`src/rtl/trackball_quad_encoder.sv`:
```
// Trackball emulator: converts signed host motion deltas into paced
// two-phase (Gray-coded) quadrature outputs per axis for the game core.
// Optional joystick-driven stepping is compiled in when TRACKBALL_JOY_EN
// is defined; without it the joy_* ports and their logic do not exist.
module trackball_quad_encoder #(
  parameter int STEP_DIV = 1024,
  parameter int ACC_W    = 12
`ifdef TRACKBALL_JOY_EN
  , parameter int JOY_DIV = 4
`endif
) (
  input  logic       clk,
  input  logic       reset_n,
  input  logic       mv_strobe,
  input  logic [8:0] dx,
  input  logic [8:0] dy,
  input  logic       flip,
`ifdef TRACKBALL_JOY_EN
  input  logic       joy_up,
  input  logic       joy_down,
  input  logic       joy_left,
  input  logic       joy_right,
`endif
  output logic       xa,
  output logic       xb,
  output logic       ya,
  output logic       yb,
  output logic       busy
);

  localparam int SW = ACC_W + 1;
  localparam logic [15:0] PRESC_LAST = 16'(STEP_DIV - 1);
  localparam logic signed [SW-1:0] ACC_MAX = SW'((1 <<< (ACC_W - 1)) - 1);
  localparam logic signed [SW-1:0] ACC_MIN = -ACC_MAX;

  // Clamp to the symmetric range so the most-negative code never appears.
  function automatic logic signed [ACC_W-1:0] sat_acc(input logic signed [SW-1:0] v);
    if (v > ACC_MAX)      return ACC_MAX[ACC_W-1:0];
    else if (v < ACC_MIN) return ACC_MIN[ACC_W-1:0];
    else                  return v[ACC_W-1:0];
  endfunction

  // Sign-extend a 9-bit delta to SW bits before negating so -(-256) fits.
  function automatic logic signed [SW-1:0] ext_delta(input logic [8:0] d, input logic neg);
    logic signed [SW-1:0] e;
    e = SW'($signed(d));
    return neg ? -e : e;
  endfunction

  function automatic logic signed [1:0] step_of(input logic signed [ACC_W-1:0] a);
    if (a > 0)      return 2'sd1;
    else if (a < 0) return -2'sd1;
    else            return 2'sd0;
  endfunction

  function automatic logic [1:0] gray(input logic [1:0] p);
    case (p)
      2'd0:    return 2'b00;
      2'd1:    return 2'b01;
      2'd2:    return 2'b11;
      default: return 2'b10;
    endcase
  endfunction

  logic [15:0]              r_presc;
  logic                     w_tick;
  logic signed [ACC_W-1:0]  r_acc_x, r_acc_y, w_acc_x_nxt, w_acc_y_nxt;
  logic signed [SW-1:0]     w_dx_add, w_dy_add;
  logic signed [1:0]        w_x_step, w_y_step, w_x_acc_step, w_y_acc_step;
  logic [1:0]               r_xph, r_yph, w_xph_nxt, w_yph_nxt;
  logic [1:0]               r_xab, r_yab;
  logic                     r_busy;

  assign w_tick = (r_presc == PRESC_LAST);

`ifdef TRACKBALL_JOY_EN
  logic [15:0]       r_joyc;
  logic              w_jtick, w_x_joy, w_y_joy;
  logic signed [1:0] w_x_jdir, w_y_jdir;

  assign w_jtick  = w_tick && (r_joyc == 16'(JOY_DIV - 1));
  assign w_x_joy  = w_jtick && (joy_left ^ joy_right);
  assign w_y_joy  = w_jtick && (joy_up ^ joy_down);
  assign w_x_jdir = (joy_right ^ flip) ? 2'sd1 : -2'sd1;
  assign w_y_jdir = (joy_down ^ flip) ? 2'sd1 : -2'sd1;

  // Count ticks so joystick steps fire once every JOY_DIV step opportunities.
  always_ff @(posedge clk) begin
    if (!reset_n)    r_joyc <= '0;
    else if (w_tick) r_joyc <= (r_joyc == 16'(JOY_DIV - 1)) ? '0 : r_joyc + 16'd1;
  end
`endif

  // Step choice from pre-update accumulators, then saturated accumulator update.
  always_comb begin
    w_dx_add     = mv_strobe ? ext_delta(dx, flip) : SW'(0);
    w_dy_add     = mv_strobe ? ext_delta(dy, flip) : SW'(0);
    w_x_acc_step = w_tick ? step_of(r_acc_x) : 2'sd0;
    w_y_acc_step = w_tick ? step_of(r_acc_y) : 2'sd0;
    w_x_step     = w_x_acc_step;
    w_y_step     = w_y_acc_step;
`ifdef TRACKBALL_JOY_EN
    // A joystick step takes the tick; pending mouse motion waits untouched.
    if (w_x_joy) begin
      w_x_step     = w_x_jdir;
      w_x_acc_step = 2'sd0;
    end
    if (w_y_joy) begin
      w_y_step     = w_y_jdir;
      w_y_acc_step = 2'sd0;
    end
`endif
    w_acc_x_nxt = sat_acc(SW'(r_acc_x) + w_dx_add - SW'(w_x_acc_step));
    w_acc_y_nxt = sat_acc(SW'(r_acc_y) + w_dy_add - SW'(w_y_acc_step));
    w_xph_nxt   = r_xph + $unsigned(w_x_step);
    w_yph_nxt   = r_yph + $unsigned(w_y_step);
  end

  // Prescaler, accumulators, phase counters and registered outputs.
  always_ff @(posedge clk) begin
    if (!reset_n) begin
      r_presc <= '0;
      r_acc_x <= '0;
      r_acc_y <= '0;
      r_xph   <= '0;
      r_yph   <= '0;
      r_xab   <= '0;
      r_yab   <= '0;
      r_busy  <= 1'b0;
    end else begin
      r_presc <= w_tick ? '0 : r_presc + 16'd1;
      r_acc_x <= w_acc_x_nxt;
      r_acc_y <= w_acc_y_nxt;
      r_xph   <= w_xph_nxt;
      r_yph   <= w_yph_nxt;
      r_xab   <= gray(w_xph_nxt);
      r_yab   <= gray(w_yph_nxt);
      r_busy  <= (w_acc_x_nxt != '0) || (w_acc_y_nxt != '0);
    end
  end

  assign {xa, xb} = r_xab;
  assign {ya, yb} = r_yab;
  assign busy     = r_busy;

endmodule

```
`config.mk`:
```
export PLATFORM = sky130hd
export DESIGN_NAME = trackball_quad_encoder
export DESIGN_NICKNAME = d
export VERILOG_FILES = /design/src/rtl/trackball_quad_encoder.sv
export SDC_FILE = /design/constraint.sdc
export NUM_CORES = 1
export LEC_CHECK = 0
export ABC_CLOCK_PERIOD_IN_PS = 6920
export BUFFER_PORTS_ARGS = -buffer_cell sky130_fd_sc_hd__buf_2
export CAP_MARGIN = 20
export CORE_MARGIN = 5
export CORE_UTILIZATION = 60
export DETAILED_ROUTE_END_ITERATION = 8
export GPL_ROUTABILITY_DRIVEN = 0
export PLACE_DENSITY = 0.79
export SLEW_MARGIN = 20
export SYNTH_ARGS = -nofsm -noshare
export SYNTH_HDL_FRONTEND = slang
export SYNTH_SLANG_ARGS = --single-unit
```
`constraint.sdc`:
```
create_clock -name clk -period 6.92 [get_ports clk]
set_input_delay 1.384 -clock clk [delete_from_list [all_inputs] [get_ports clk]]
set_output_delay 1.384 -clock clk [all_outputs]
set_load 0.02 [all_outputs]
```
# Yosys cells after proc, flatten, opt, wreduce, memory -nomap -nowiden
# Index checks and enable logic that the tools add are counted.
[word_totals]
latchBits = 0
output_inout_bits = 5
input_bits = 22
rom_bits = 0
regBits = 49
memories = 0
ram_bits = 0
wordCells = 53
[classes]
magnitude_cmp = 8
n_mux = 16
n_div = 0
reduce_logical = 6
n_eq_ne = 5
bitwise_logic = 1
n_shift = 0
mul = 0
add_sub_neg = 9
[ops]
columns = ["cell", "count"]
rows = [
  ["two-way mux 13 bit", 4],
  ["two-way mux 12 bit", 4],
  ["adder 12 x 13 -> 13 bit", 2],
  ["> comparator 13 x 12 -> 1 bit (second input constant)", 2],
  ["< comparator 13 x 12 -> 1 bit (second input constant)", 2],
  ["negator 9 -> 13 bit", 2],
  ["subtractor 13 x 2 -> 13 bit", 2],
  ["> comparator 12 x 1 -> 1 bit (second input constant)", 2],
  ["< comparator 12 x 1 -> 1 bit (second input constant)", 2],
  ["nonzero test 12 bit", 2],
  ["adder 16 x 1 -> 16 bit (second input constant)", 1],
  ["equality test 16 x 10 -> 1 bit (second input constant)", 1],
  ["two-way mux 2 bit", 6],
  ["case mux 2 bit (3 select lines)", 2],
  ["adder 2 bit", 2],
  ["equality test 2 x 1 -> 1 bit (second input constant)", 2],
  ["equality test 2 bit (second input constant)", 2],
  ["zero test 2 bit", 2],
  ["OR reduction 2 bit", 1],
  ["logical OR 1 bit", 1],
  ["NOT 1 bit", 1],
]

# Logic depth before layout (Yosys ltp)
# Gate-level depths: netlist (run 1).
[depth]
word_depth = 10
mapped_depth = 19
depth_no_buf = 17

# Least setup slack after synthesis (run 1)
# No wires, ideal clock.
[synth_path]
path_type = "input-to-reg"
startpoint = "input dx[2]"
endpoint = "register r_busy, in the netlist busy"
t_required_ns = 6.795
n_path_buf = 0
arrival_ns = 5.083
setup_slack_ns = 1.711
setup_time_ns = 0.125
stages = 13
path_cell_list = "or4_1 > or4_1 > o211ai_1 > o21ai_0 > and2_1 > fa_1 > ha_1 > a21oi_1 > o211ai_1 > a21oi_1 > a31oi_1 > or4_4 > o41a_1"
[synth_between]
elab_chain_cells = 10
word_cells_on_any_way = 11
cone_classes = "add/sub: 3; order compare: 2; mux: 4; reduce/logical: 2"
[synth_rtl]
columns = ["item", "line", "source"]
rows = [
  ["start, declared", "15", "input logic [8:0] dx,"],
  ["negator 9 -> 13 bit", "47", "return neg ? -e : e;"],
  ["two-way mux 13 bit (*)", "47", ""],
  ["two-way mux 13 bit (*)", "96", "w_dx_add = mv_strobe ? ext_delta(dx, flip) : SW'(0);"],
  ["adder 12 x 13 -> 13 bit (*)", "113", "w_acc_x_nxt = sat_acc(SW'(r_acc_x) + w_dx_add - SW'(w_x_acc_step));"],
  ["subtractor 13 x 2 -> 13 bit (*)", "113", ""],
  ["< comparator 13 x 12 -> 1 bit", "39", "else if (v < ACC_MIN) return ACC_MIN[ACC_W-1:0];"],
  ["two-way mux 12 bit", "39", ""],
  ["two-way mux 12 bit (*)", "38", "if (v > ACC_MAX) return ACC_MAX[ACC_W-1:0];"],
  ["nonzero test 12 bit (*)", "138", "r_busy <= (w_acc_x_nxt != '0) || (w_acc_y_nxt != '0);"],
  ["logical OR 1 bit (*)", "138", ""],
  ["end signal, assigned", "138", ""],
  ["end, declared", "72", "logic r_busy;"],
]
# Every way passes the cells marked *; elsewhere a longest branch is shown, timed or not.
# A chain may end at the register's enable or synchronous reset.

# Worst setup path in the final report (run 1)
[layout_path]
startpoint = "register r_presc[0]"
endpoint = "register r_acc_y[7]"
[layout_between]
elab_chain_cells = 6
word_cells_on_any_way = 7
cone_classes = "add/sub: 1; order compare: 2; eq/ne: 1; mux: 3"
[layout_rtl]
columns = ["item", "line", "source"]
rows = [
  ["start, declared", "65", "logic [15:0] r_presc;"],
  ["start signal, assigned", "131", "r_presc <= w_tick ? '0 : r_presc + 16'd1;"],
  ["equality test 16 x 10 -> 1 bit (*)", "74", "assign w_tick = (r_presc == PRESC_LAST);"],
  ["two-way mux 2 bit (*)", "99", "w_y_acc_step = w_tick ? step_of(r_acc_y) : 2'sd0;"],
  ["subtractor 13 x 2 -> 13 bit (*)", "114", "w_acc_y_nxt = sat_acc(SW'(r_acc_y) + w_dy_add - SW'(w_y_acc_step));"],
  ["< comparator 13 x 12 -> 1 bit", "39", ""],
  ["two-way mux 12 bit", "39", ""],
  ["two-way mux 12 bit (*)", "38", ""],
  ["end signal, assigned", "133", "r_acc_y <= w_acc_y_nxt;"],
  ["end, declared", "67", "logic signed [ACC_W-1:0] r_acc_x, r_acc_y, w_acc_x_nxt, w_acc_y_nxt;"],
]
# Marked as above.

==> impl_metrics.py, run 1 <==
metrics = {
    "sta": {
        "relSlewSlack_pct": 36.8,
        "slew_viol_final": 0,
        "setup_viol": 0,
        "hold_slack_ns": 0.503,
        "min_period_ns": 5.74,
        "tns_ns": 0,
        "skew_ns": 0.0128,
        "hold_viol_final": 0,
        "rsz0062_at_grt": "no",
        "fmax_mhz": 174,
        "fin_crit_sh_pct": 82.9,
        "worst_pin_slew_ns": 0.948,
    },
    "power_and_ir_drop": {
        "internal_power_mw": 1.20,
        "power_frac_clock_pct": 8.8,
        "p_comb_share_pct": 74.8,
        "p_leak_nw": 2.17,
        "sw_frac_of_total_pct": 51.6,
        "power_density_nw_per_um2": 514,
        "max-vdd-ir-drop_mv": 0.307,
        "pwr-share-seq_pct": 16.4,
        "p_sw_mw": 1.28,
    },
    "routing": {
        "drt-total-wl_mm": 9.73,
        "viasPerCell": 5.73,
        "num_vias": 3845,
        "drt_iter0_markers": 164,
        "route.detailed.drc": 0,
        "firstDrtPassIters": 4,
        "antenna_left": 0,
        "avgRoutedWirePerCell_um": 14.5,
    },
    "finish": {
        "n_antenna_cell": 0,
        "fin_nets": 653,
        "area_delta_synth_final_pct": 6.90,
        "drive_gt1_share_pct": 10.1,
        "final_cells": 671,
        "nFillCells": 648,
    },
    "setup_path": {
        "required_ns": 7.07,
        "r2r_slack_ns": 1.18,
        "cp.arrival_ns": 5.89,
        "path_max_fanout": 9,
        "start_kind": "flop",
        "path_class": "reg -> reg",
        "cp-end-kind": "flop",
        "slowest_delay_ns": 0.82,
        "rr_worst_depth": 15,
        "path_cells": "ha_1, nand4_1, or2_2, nor3_1, nand2_1, inv_1, fa_1, fa_1, nand2b_1, a21oi_1, o311ai_0, nor3_1, o2111ai_1, o31ai_1, a221oi_1",
        "reg2reg_from": "r_presc[0]",
        "r2r-end": "r_acc_y[7]",
        "crit_slowest_cell": "o31ai_1",
    },
    "placement": {
        "io_buffer_count": 26,
        "dp_cells": 663,
        "dpl.hpwl_mm": 7.87,
    },
    "die": {
        "dieArea_sq_um": 9370,
        "start_util_pct": 62.0,
        "ios": 27,
        "core_sq_um": 7290,
        "row_count": 31,
        "die_w_um": 96.8,
        "die_y_um": 96.8,
    },
    "hold_path": {
        "hold_class": "reg -> reg",
        "min_to": "r_presc[0]",
        "hold_depth": 1,
        "holdCritStartpoint": "r_presc[0]",
    },
    "clock_tree": {
        "holdBufCountCts": 0,
        "cts_tree": "yes",
        "post_cts_buffers": 0,
        "numCtsBuffers": 5,
        "clk_pin_slew_ns": 0.10,
        "clk_latency_ns": 0.31,
        "cts.sinks": 49,
        "root_buffer": "clkbuf_8",
        "h-tree-depth": 2,
        "clockBufferDepth": 2,
        "cts_resized": 0,
    },
    "synthesis": {
        "synth_top_area_share_pct": 21.7,
        "synth_seq_cells": 49,
        "yosys_warnings": 0,
        "synthFlopType": "dfxtp_1",
        "ys_seq_area_share_pct": 21.7,
        "synth_edf_count": 0,
        "avgSynthCellArea_sq_um": 8.16,
        "synth_cell_type_count": 61,
        "synth_area_leader_cell": "dfxtp_1",
        "netlist_area_sq_um": 4520,
        "async_flop_share_pct": 0,
        "syn_inst": 554,
        "synth_nets": 636,
        "synthTopCellsByArea": "dfxtp_1 (22%), ha_1 (10%), fa_1 (10%), inv_1 (6.7%), xor2_1 (4.8%)",
    },
    "grt": {
        "grt_pass1_vias": 3638,
        "gr-usage-met3_pct": 1.87,
        "grt_max_degree": 30,
        "grtUsageTotal_pct": 20.7,
        "antenna_found_initial": 0,
        "met2_usage_pct": 34.5,
        "grt_overflow": 0,
        "busiest_layer": "met2",
        "met1_usage_pct": 29.5,
        "grt_pass1_wl_mm": 16.6,
    },
    "status": {
        "status": "complete, no violations",
    },
    "job": {
        "max_cap_viol_count": 0,
    },
}
-- cell usage in the layout (no fill, tap or decap), types with 17 or more instances in the layout --
| master | netlist | routed |
|---|---|---|
| inv_1 | 81 | 81 |
| dfxtp_1 | 49 | 49 |
| nand2_1 | 45 | 45 |
| nor2_1 | 37 | 37 |
| ha_1 | 37 | 37 |
| a21oi_1 | 34 | 34 |
| buf_2 | 5 | 26 |
| xor2_1 | 25 | 25 |
| xnor2_1 | 24 | 24 |
| fa_1 | 23 | 23 |
| o21ai_0 | 19 | 19 |
| a211oi_1 | 17 | 17 |
-- cell type report --
cell class / count / area [sq um] / share of cell area, %
clock inverters: 2 / 37.5 / 0.777
flip-flops and latches: 49 / 981 / 20.3
inverters: 81 / 304 / 6.30
well taps: 99 / 124 / 2.56
multi-input cells: 407 / 3160 / 65.5
clock buffers: 6 / 82.6 / 1.71
repair buffers: 27 / 138 / 2.85
-- critical path: cells and delay by family (launching register included) --
kind | cells | cell delay [ns]
compound gates | 5 | 1.76
simple gates | 6 | 1.55
fa+ha+maj | 3 | 1.34
buf+inv | 1 | 0.50
flops | 1 | 0.42
-- kinds of logic (layout without fill, tap and decap cells) --
family | count (synthesis) | count (layout) | share of synthesized area, %
AND/OR/NAND/NOR | 170 | 170 | 19.2
flip-flops | 49 | 49 | 21.7
buffers and inverters | 98 | 116 | 8.28
AO/OA/AOI/OAI | 127 | 127 | 20.5
XOR/XNOR | 50 | 50 | 9.86
adder cells (fa/ha/maj) | 60 | 60 | 20.4
-- sequential cells by signal, summed over array words and instances, names as in the netlist --
register and flops:
r_acc_y 12, r_presc 16, r_yab 2, r_yph 2, r_xph 2, r_xab 2
r_acc_x 12, busy 1
-- worst max path at each step --
| stage | start | end | slack, ns | cells after the start |
|---|---|---|---|---|
| finish | r_presc[0] | r_acc_y[7] | 1.18 | 15 |
| floorplan | dx[2] | busy | 1.71 | 13 |
| global placement | r_presc[0] | r_acc_y[1] | 1.32 | 15 |
| global route | r_presc[0] | r_acc_y[7] | 0.69 | 15 |
| detailed placement | dx[2] | r_acc_x[1] | 1.16 | 15 |
| CTS | r_presc[0] | r_acc_y[1] | 1.14 | 15 |
-- layer usage --
layer | vias up | part of all wire [%] | wire length (um)
met3 | 11 | 3.5 | 344
met1 | 1810 | 48 | 4620
met2 | 87 | 48 | 4660
li1 | 1937 | - | -
met4 | 0 | 0.96 | 93
met5 | - | 0 | 0
-- power by group through the flow --
| stage | logic (mW) | clock network, mW | registers, mW |
|---|---|---|---|
| after floorplan | 1.50 | 0 | 0.391 |
| after global placement | 1.74 | 0 | 0.413 |
| after detailed placement | 1.82 | 0 | 0.412 |
| after CTS | 1.83 | 0.218 | 0.406 |
| after global routing | 2.06 | 0.226 | 0.412 |
| final | 1.86 | 0.218 | 0.408 |
-- synthesized netlist by cell type (3+ instances only) --
cell      instances
xor2_1           25
o211ai_1          5
fa_1             23
or2_2             7
o31ai_1           7
o21a_1            4
o21bai_1          3
xnor2_1          24
nand4_1           5
ha_1             37
dfxtp_1          49
a21o_1            6
nand2b_1          8
nor2b_1           9
and2_1            7
inv_1            81
nand3_1          13
a211oi_1         17
a221oi_1          6
or4_1             3
a21oi_1          34
a31oi_1           4
nor3_1            8
o21ai_0          19
nor4_1            7
clkbuf_1         10
or3_1             3
and3_1            8
buf_2             5
nor2_1           37
nand2_1          45
-- through the flow --
step | instance area, sq um | utilization [%] | total power, mW | worst slack (ns)
floorplan | 4520 | - | 1.89 | 1.71
global placement | 4710 | 64.6 | 2.16 | 1.32
detailed placement | 4710 | 64.6 | 2.23 | 1.16
CTS | 4830 | 66.2 | 2.46 | 1.14
global route | 4830 | 66.2 | 2.70 | 0.690
finish | 4830 | 66.2 | 2.48 | 1.18
(Power assumes the default switching activity.)
==> inputs of run 2 (changes only) <==
- ABC_CLOCK_PERIOD_IN_PS: 6920 -> 4700
- CORE_UTILIZATION: 60 -> 56
- PLACE_DENSITY: 0.79 -> 0.77
- clock period: 6.92 -> 4.7 ns (I/O delays scaled with it)
==> run 2 against run 1 <==
  * Count of clock-buffer cells in the layout down 1
  * Combinational power increased by 93%
  * Setup slack lost 1.1 ns
  * Worst hold slack improved by 0.035 ns
  * Sequential cell count unchanged
  * Non-clock buffer count grew 86
  * Critical path type is now in -> reg
==> impl_metrics.py, run 2 (synthesis results as in run 1) <==
metrics = {
    "power_and_ir_drop": {
        "max-vdd-ir-drop_mv": 0.549,
        "p_leak_nw": 2.60,
        "power_density_nw_per_um2": 803,
        "power.total_mw": 4.49,
    },
    "setup_path": {
        "r2r-end": "busy",
        "cp-end-kind": "flop",
        "r2r_slack_ns": 0.16,
        "reg2reg_from": "r_presc[2]",
        "crit_family": "simple AND/OR/NAND/NOR gates",
        "required_ns": 4.90,
        "crit_slowest_cell": "fa_1",
        "start_kind": "input port",
        "path_max_fanout": 6,
        "rr_worst_depth": 16,
        "critical_path_buf_inv_count": 1,
        "slowest_delay_ns": 0.56,
        "path_cells": "buf_2, or4_4, or4_1, o211ai_1, o21ai_0, and2_1, fa_1, ha_4, a21oi_1, o211ai_1, a21oi_1, a31oi_1, or4_4, o41a_1",
        "path_class": "in -> reg",
        "cp.arrival_ns": 4.81,
    },
    "sta": {
        "min_period_ns": 4.61,
        "fmax_mhz": 217,
        "hold_viol_final": 0,
        "relSlewSlack_pct": 39.2,
        "skew_ns": 0.0130,
        "fin_crit_sh_pct": 98.0,
        "worst_slack_ns": 0.0943,
        "hold_slack_ns": 0.538,
        "setup_viol": 0,
        "rsz0062_at_grt": "yes",
        "worst_pin_slew_ns": 0.911,
        "slew_viol_final": 0,
    },
    "finish": {
        "final_cells": 760,
        "area_delta_synth_final_pct": 23.8,
        "stdcell_area_sq_um": 5590,
        "final_cell_mix": "buf_4 (85), inv_1 (80), dfxtp_1 (49), nand2_1 (45), nor2_1 (37)",
        "largest_reg_flops": 16,
        "n_antenna_cell": 0,
        "fin_nets": 739,
        "nFillCells": 609,
        "top_register": "r_presc",
        "drive_gt1_share_pct": 24.3,
        "top_regs": "r_presc: 16 flops, r_acc_x: 12 flops, r_acc_y: 12 flops",
        "final_common_cell": "buf_4",
    },
    "hold_path": {
        "hold_depth": 2,
        "hold_class": "reg -> reg",
        "min_to": "r_presc[15]",
        "holdCritStartpoint": "r_presc[15]",
    },
    "placement": {
        "dpl.hpwl_mm": 8.86,
        "dp_cells": 750,
        "dpl_cell_area_sq_um": 5370,
        "io_buffer_count": 26,
        "pre_cts_slack_ns": -0.229,
    },
    "status": {
        "status": "complete, no violations",
    },
    "grt": {
        "grt_pass1_wl_mm": 18.5,
        "antenna_found_initial": 0,
        "grtUsageTotal_pct": 22.6,
        "grt_pass1_vias": 4230,
        "grt_max_degree": 30,
        "grt_overflow": 0,
    },
    "clock_tree": {
        "numCtsBuffers": 5,
        "holdBufCountCts": 0,
        "cts_tree": "yes",
        "root_buffer": "clkbuf_8",
        "clockBufferDepth": 2,
        "h-tree-depth": 2,
        "cts.sinks": 49,
        "clk_pin_slew_ns": 0.10,
        "clk_latency_ns": 0.31,
    },
    "die": {
        "core_sq_um": 7810,
        "ios": 27,
        "dieArea_sq_um": 9960,
        "die_y_um": 99.8,
        "row_count": 32,
        "die_w_um": 99.8,
        "start_util_pct": 57.9,
    },
    "routing": {
        "drt-total-wl_mm": 10.8,
        "avgRoutedWirePerCell_um": 14.2,
        "drt_iter0_markers": 256,
        "num_vias": 4173,
        "firstDrtPassIters": 4,
        "antenna_left": 0,
        "viasPerCell": 5.49,
        "route.detailed.drc": 0,
    },
    "job": {
        "max_cap_viol_count": 0,
    },
}
## run 2: cell types whose count changed in the layout (fill, tap and decap cells not counted), sizes merged
cell      previous run  this run
clkinv               0         1
inv                 81        82
clkbuf               6         5
clkinvlp             1         0
buf                 27       113
## run 2: worst max path at each step
| stage | cells after the start | endpoint | slack, ns | start |
|---|---|---|---|---|
| final | 14 | busy | 0.09 | dx[2] |
| after global routing | 17 | busy | -0.09 | r_presc[2] |
| after CTS | 17 | busy | 0.03 | r_presc[2] |
| after detailed placement | 14 | busy | -0.23 | dx[2] |
| after global placement | 14 | busy | -0.15 | dx[2] |
| after floorplan | 16 | busy | 0.02 | r_presc[0] |
## run 2: where the power goes
group	switching, mW	total (mW)	internal [mW]
Sequential	0.0681	0.594	0.526
Clock	0.146	0.305	0.160
Combinational	1.89	3.59	1.70
Total	2.11	4.49	2.39
## run 2: stage by stage
| stage | setup TNS [ns] | util [%] |
|---|---|---|
| 5_1_grt | -0.355 | 71.6 |
| 3_3_place_gp | -0.520 | 68.8 |
| 3_5_place_dp | -1.50 | 68.8 |
| 4_1_cts | 0 | 70.7 |
| 2_1_floorplan | 0 | - |
| 6_report | 0 | 71.6 |
## run 2: tightest hold or removal path, delay by kind of cell, from the launching register on
family	cells	cell delay, ns
simple gates	1	0.08
flops	1	0.36
xor+xnor	1	0.07
## run 2: timing repair
item | 4_1_cts | 5_1_grt
setup buffers | 0 | 2
cloned | 0 | 0
gates resized for setup | 6 | 16
endpoints found under the setup margin | 1 | 21
pin swaps | 2 | 3
## run 2: per-layer routing
layer	routed length, um	track usage [%]	share of wire [%]	vias up
met5	0	0	0	-
met4	158	5.78	1.5	0
met3	482	3.20	4.5	15
met2	5380	39.9	50	80
met1	4790	29.0	44	1966
li1	-	-	-	2112
## run 2: area by class of cell
| class | count | area [sq um] | area share, % |
|---|---|---|---|
| multi-input combinational | 407 | 3270 | 58.4 |
| sequential | 49 | 981 | 17.5 |
| clock inverter | 3 | 43.8 | 0.783 |
| inverter | 81 | 304 | 5.44 |
| tap | 102 | 128 | 2.28 |
| clock buffer | 5 | 68.8 | 1.23 |
| timing repair buffer | 113 | 800 | 14.3 |
==> inputs of run 3 (changes only) <==
- ABC_AREA: default -> 1
- CORE_UTILIZATION: 56 -> 57
- PLACE_DENSITY: 0.77 -> 0.78
- REMOVE_ABC_BUFFERS: default -> 1
==> run 3 against run 2 <==
  * Register-to-register slack better by 0.24 ns
  * First-iteration DRC count down 7.4%
  * Worst hold slack lost 0.087 ns
  * Final cell count grew 19%
  * Power decreased by 20%
==> impl_metrics.py, run 3 <==
metrics = {
    "status": {
        "status": "complete, no violations",
    },
    "power_and_ir_drop": {
        "power_frac_clock_pct": 6.6,
        "power_density_nw_per_um2": 669,
        "internal_power_mw": 1.57,
        "sw_frac_of_total_pct": 56.1,
        "p_leak_nw": 2.90,
        "p_sw_mw": 2.01,
        "p_comb_share_pct": 77.0,
        "max-vdd-ir-drop_mv": 0.465,
        "pwr-share-seq_pct": 16.4,
    },
    "clock_tree": {
        "clockBufferDepth": 2,
        "numCtsBuffers": 5,
        "clk_latency_ns": 0.29,
        "clk_pin_slew_ns": 0.08,
        "holdBufCountCts": 0,
        "cts.sinks": 49,
        "root_buffer": "clkbuf_8",
        "h-tree-depth": 2,
        "cts_tree": "yes",
    },
    "finish": {
        "fin_nets": 884,
        "stdcell_area_sq_um": 5360,
        "area_delta_synth_final_pct": 10.3,
        "largest_reg_flops": 16,
        "n_antenna_cell": 0,
        "final_cell_mix": "nand2_1 (172), inv_1 (166), nor2_1 (75), nand3_1 (62), dfxtp_1 (49)",
        "final_cells": 908,
        "top_register": "r_presc",
        "final_common_cell": "nand2_1",
        "drive_gt1_share_pct": 11.7,
        "top_regs": "r_presc: 16 flops, r_acc_x: 12 flops, r_acc_y: 12 flops",
    },
    "setup_path": {
        "cp_common_cell": "nand2_1",
        "required_ns": 4.87,
        "cp-end-kind": "flop",
        "start_kind": "input port",
        "crit_slowest_cell": "fa_1",
        "cp.arrival_ns": 4.51,
        "slowest_delay_ns": 0.51,
        "r2r_slack_ns": 0.40,
        "path_max_fanout": 12,
        "rr_worst_depth": 30,
        "path_class": "in -> reg",
    },
    "sta": {
        "fmax_mhz": 230,
        "relSlewSlack_pct": 61.1,
        "min_period_ns": 4.35,
        "skew_ns": 0.0105,
        "setup_viol": 0,
        "hold_viol_final": 0,
        "fin_crit_sh_pct": 92.4,
        "worst_pin_slew_ns": 0.579,
        "slew_viol_final": 0,
    },
    "synthesis": {
        "synth_cell_type_count": 36,
        "synth_area_leader_cell": "dfxtp_1",
        "muxShareOfSynthArea_pct": 0,
        "synth_top_area_share_pct": 20.2,
        "synth_seq_cells": 49,
        "synthAdderAreaFrac_pct": 19.0,
        "yosys_warnings": 0,
        "synthTopCellsByArea": "dfxtp_1 (20%), nand2_1 (13%), inv_1 (13%), ha_1 (9.5%), fa_1 (9.5%)",
        "yosys.area_share.simple_pct": 34.4,
        "synth_commonest_cells": "nand2_1 (172), inv_1 (167), nor2_1 (77), nand3_1 (63), dfxtp_1 (49)",
        "yosysMostFrequentCell": "nand2_1",
        "async_flop_share_pct": 0,
        "synth_top_family_by_area": "simple AND/OR/NAND/NOR gates",
        "ys_seq_area_share_pct": 20.2,
        "netlist_area_sq_um": 4860,
        "avgSynthCellArea_sq_um": 6.36,
        "synth_xor_area_share_pct": 2.14,
        "synth_compound_area_share_pct": 9.78,
        "syn_inst": 765,
        "synth_edf_count": 0,
        "synthFlopType": "dfxtp_1",
    },
    "hold_path": {
        "hold_depth": 1,
        "hold_class": "reg -> reg",
    },
    "grt": {
        "grtUsageTotal_pct": 23.1,
        "grt_pass1_vias": 4551,
        "grt_pass1_wl_mm": 19.8,
        "grt_max_degree": 29,
        "grt_overflow": 0,
        "antenna_found_initial": 0,
    },
    "job": {
        "max_cap_viol_count": 0,
    },
    "routing": {
        "antenna_left": 0,
        "num_vias": 4802,
        "drt_iter0_markers": 237,
        "viasPerCell": 5.29,
        "drt-total-wl_mm": 11.8,
        "route.detailed.drc": 0,
        "firstDrtPassIters": 5,
        "avgRoutedWirePerCell_um": 13.0,
    },
    "placement": {
        "io_buffer_count": 26,
        "dpl_cell_area_sq_um": 5140,
        "dpl.hpwl_mm": 9.66,
        "dp_cells": 894,
    },
    "die": {
        "ios": 27,
        "dieArea_sq_um": 10500,
        "row_count": 33,
        "die_y_um": 102,
        "die_w_um": 102,
        "core_sq_um": 8260,
        "start_util_pct": 58.9,
    },
}
run 3: cell count changes after synthesis, moves of 8 or more:
cell / previous run / this run
a211oi_1: 17 / 2
nand2_1: 45 / 172
nand2b_1: 8 / 0
xnor2_1: 24 / 2
nor2b_1: 9 / 0
nand2_2: 0 / 14
nand3_1: 13 / 63
xor2_1: 25 / 8
inv_1: 81 / 167
nor2_1: 37 / 77
and3_1: 8 / 0
run 3: what timing repair did:
item | in CTS | in global routing
buffers inserted | 0 | 6
setup endpoints to repair | 0 | 4
gates resized for setup | 0 | 25
run 3: logic make-up after synthesis:
group           count (synthesis)
simple gates                  376
flops                          49
fa+ha+maj                      60
xor+xnor                       11
compound gates                 84
buf+inv                       185
run 3: path summary, 6_finish.rpt:
path                   start         end
setup / recovery       dx[2]        busy
hold / removal    r_presc[0]  r_presc[0]
setup reg to reg  r_presc[0]        busy
hold reg to reg   r_presc[0]  r_presc[0]
run 3: critical path: cells and delay by family:
kind | cells | cell delay (ns)
AND/OR/NAND/NOR | 22 | 2.27
adder cells (fa/ha/maj) | 2 | 0.88
buffers and inverters | 5 | 0.43
run 3: area by class of cell:
type                    instances  area, sq um
flip-flops and latches         49          981
inverters                     174          653
multi-input cells             531         3260
fillers                       774         2890
clock inverters                 1         7.51
repair buffers                 41          250
well taps                     105          131
clock buffers                   7         76.3
run 3: through the flow:
stage               power, mW  hold WS [ns]  setup WS [ns]  setup TNS (ns)  utilization [%]
global placement         3.15         0.428         0.0990               0             62.2
CTS                      3.49         0.455          0.147               0             63.3
floorplan                2.67         0.418          0.196               0                -
detailed placement       3.24         0.442         -0.151          -0.151             62.2
finish                   3.59         0.451          0.355               0             65.0
global route             3.99         0.479        -0.0319         -0.0319             65.0
run 3: metal layers:
layer	GRT usage [%]	share of wire (%)	vias to the layer above
li1	-	-	2460
met1	29.7	44	2172
met2	42.0	50	148
met3	2.32	4.7	22
met4	4.34	1.7	0
met5	0	0	-
run 3: power groups by stage:
| stage | Clock [mW] | Combinational [mW] | Sequential [mW] |
|---|---|---|---|
| final | 0.237 | 2.76 | 0.588 |
| after global routing | 0.263 | 3.13 | 0.598 |
| after CTS | 0.242 | 2.66 | 0.586 |
| after detailed placement | 0 | 2.64 | 0.595 |
| after global placement | 0 | 2.56 | 0.592 |
| after floorplan | 0 | 2.10 | 0.570 |
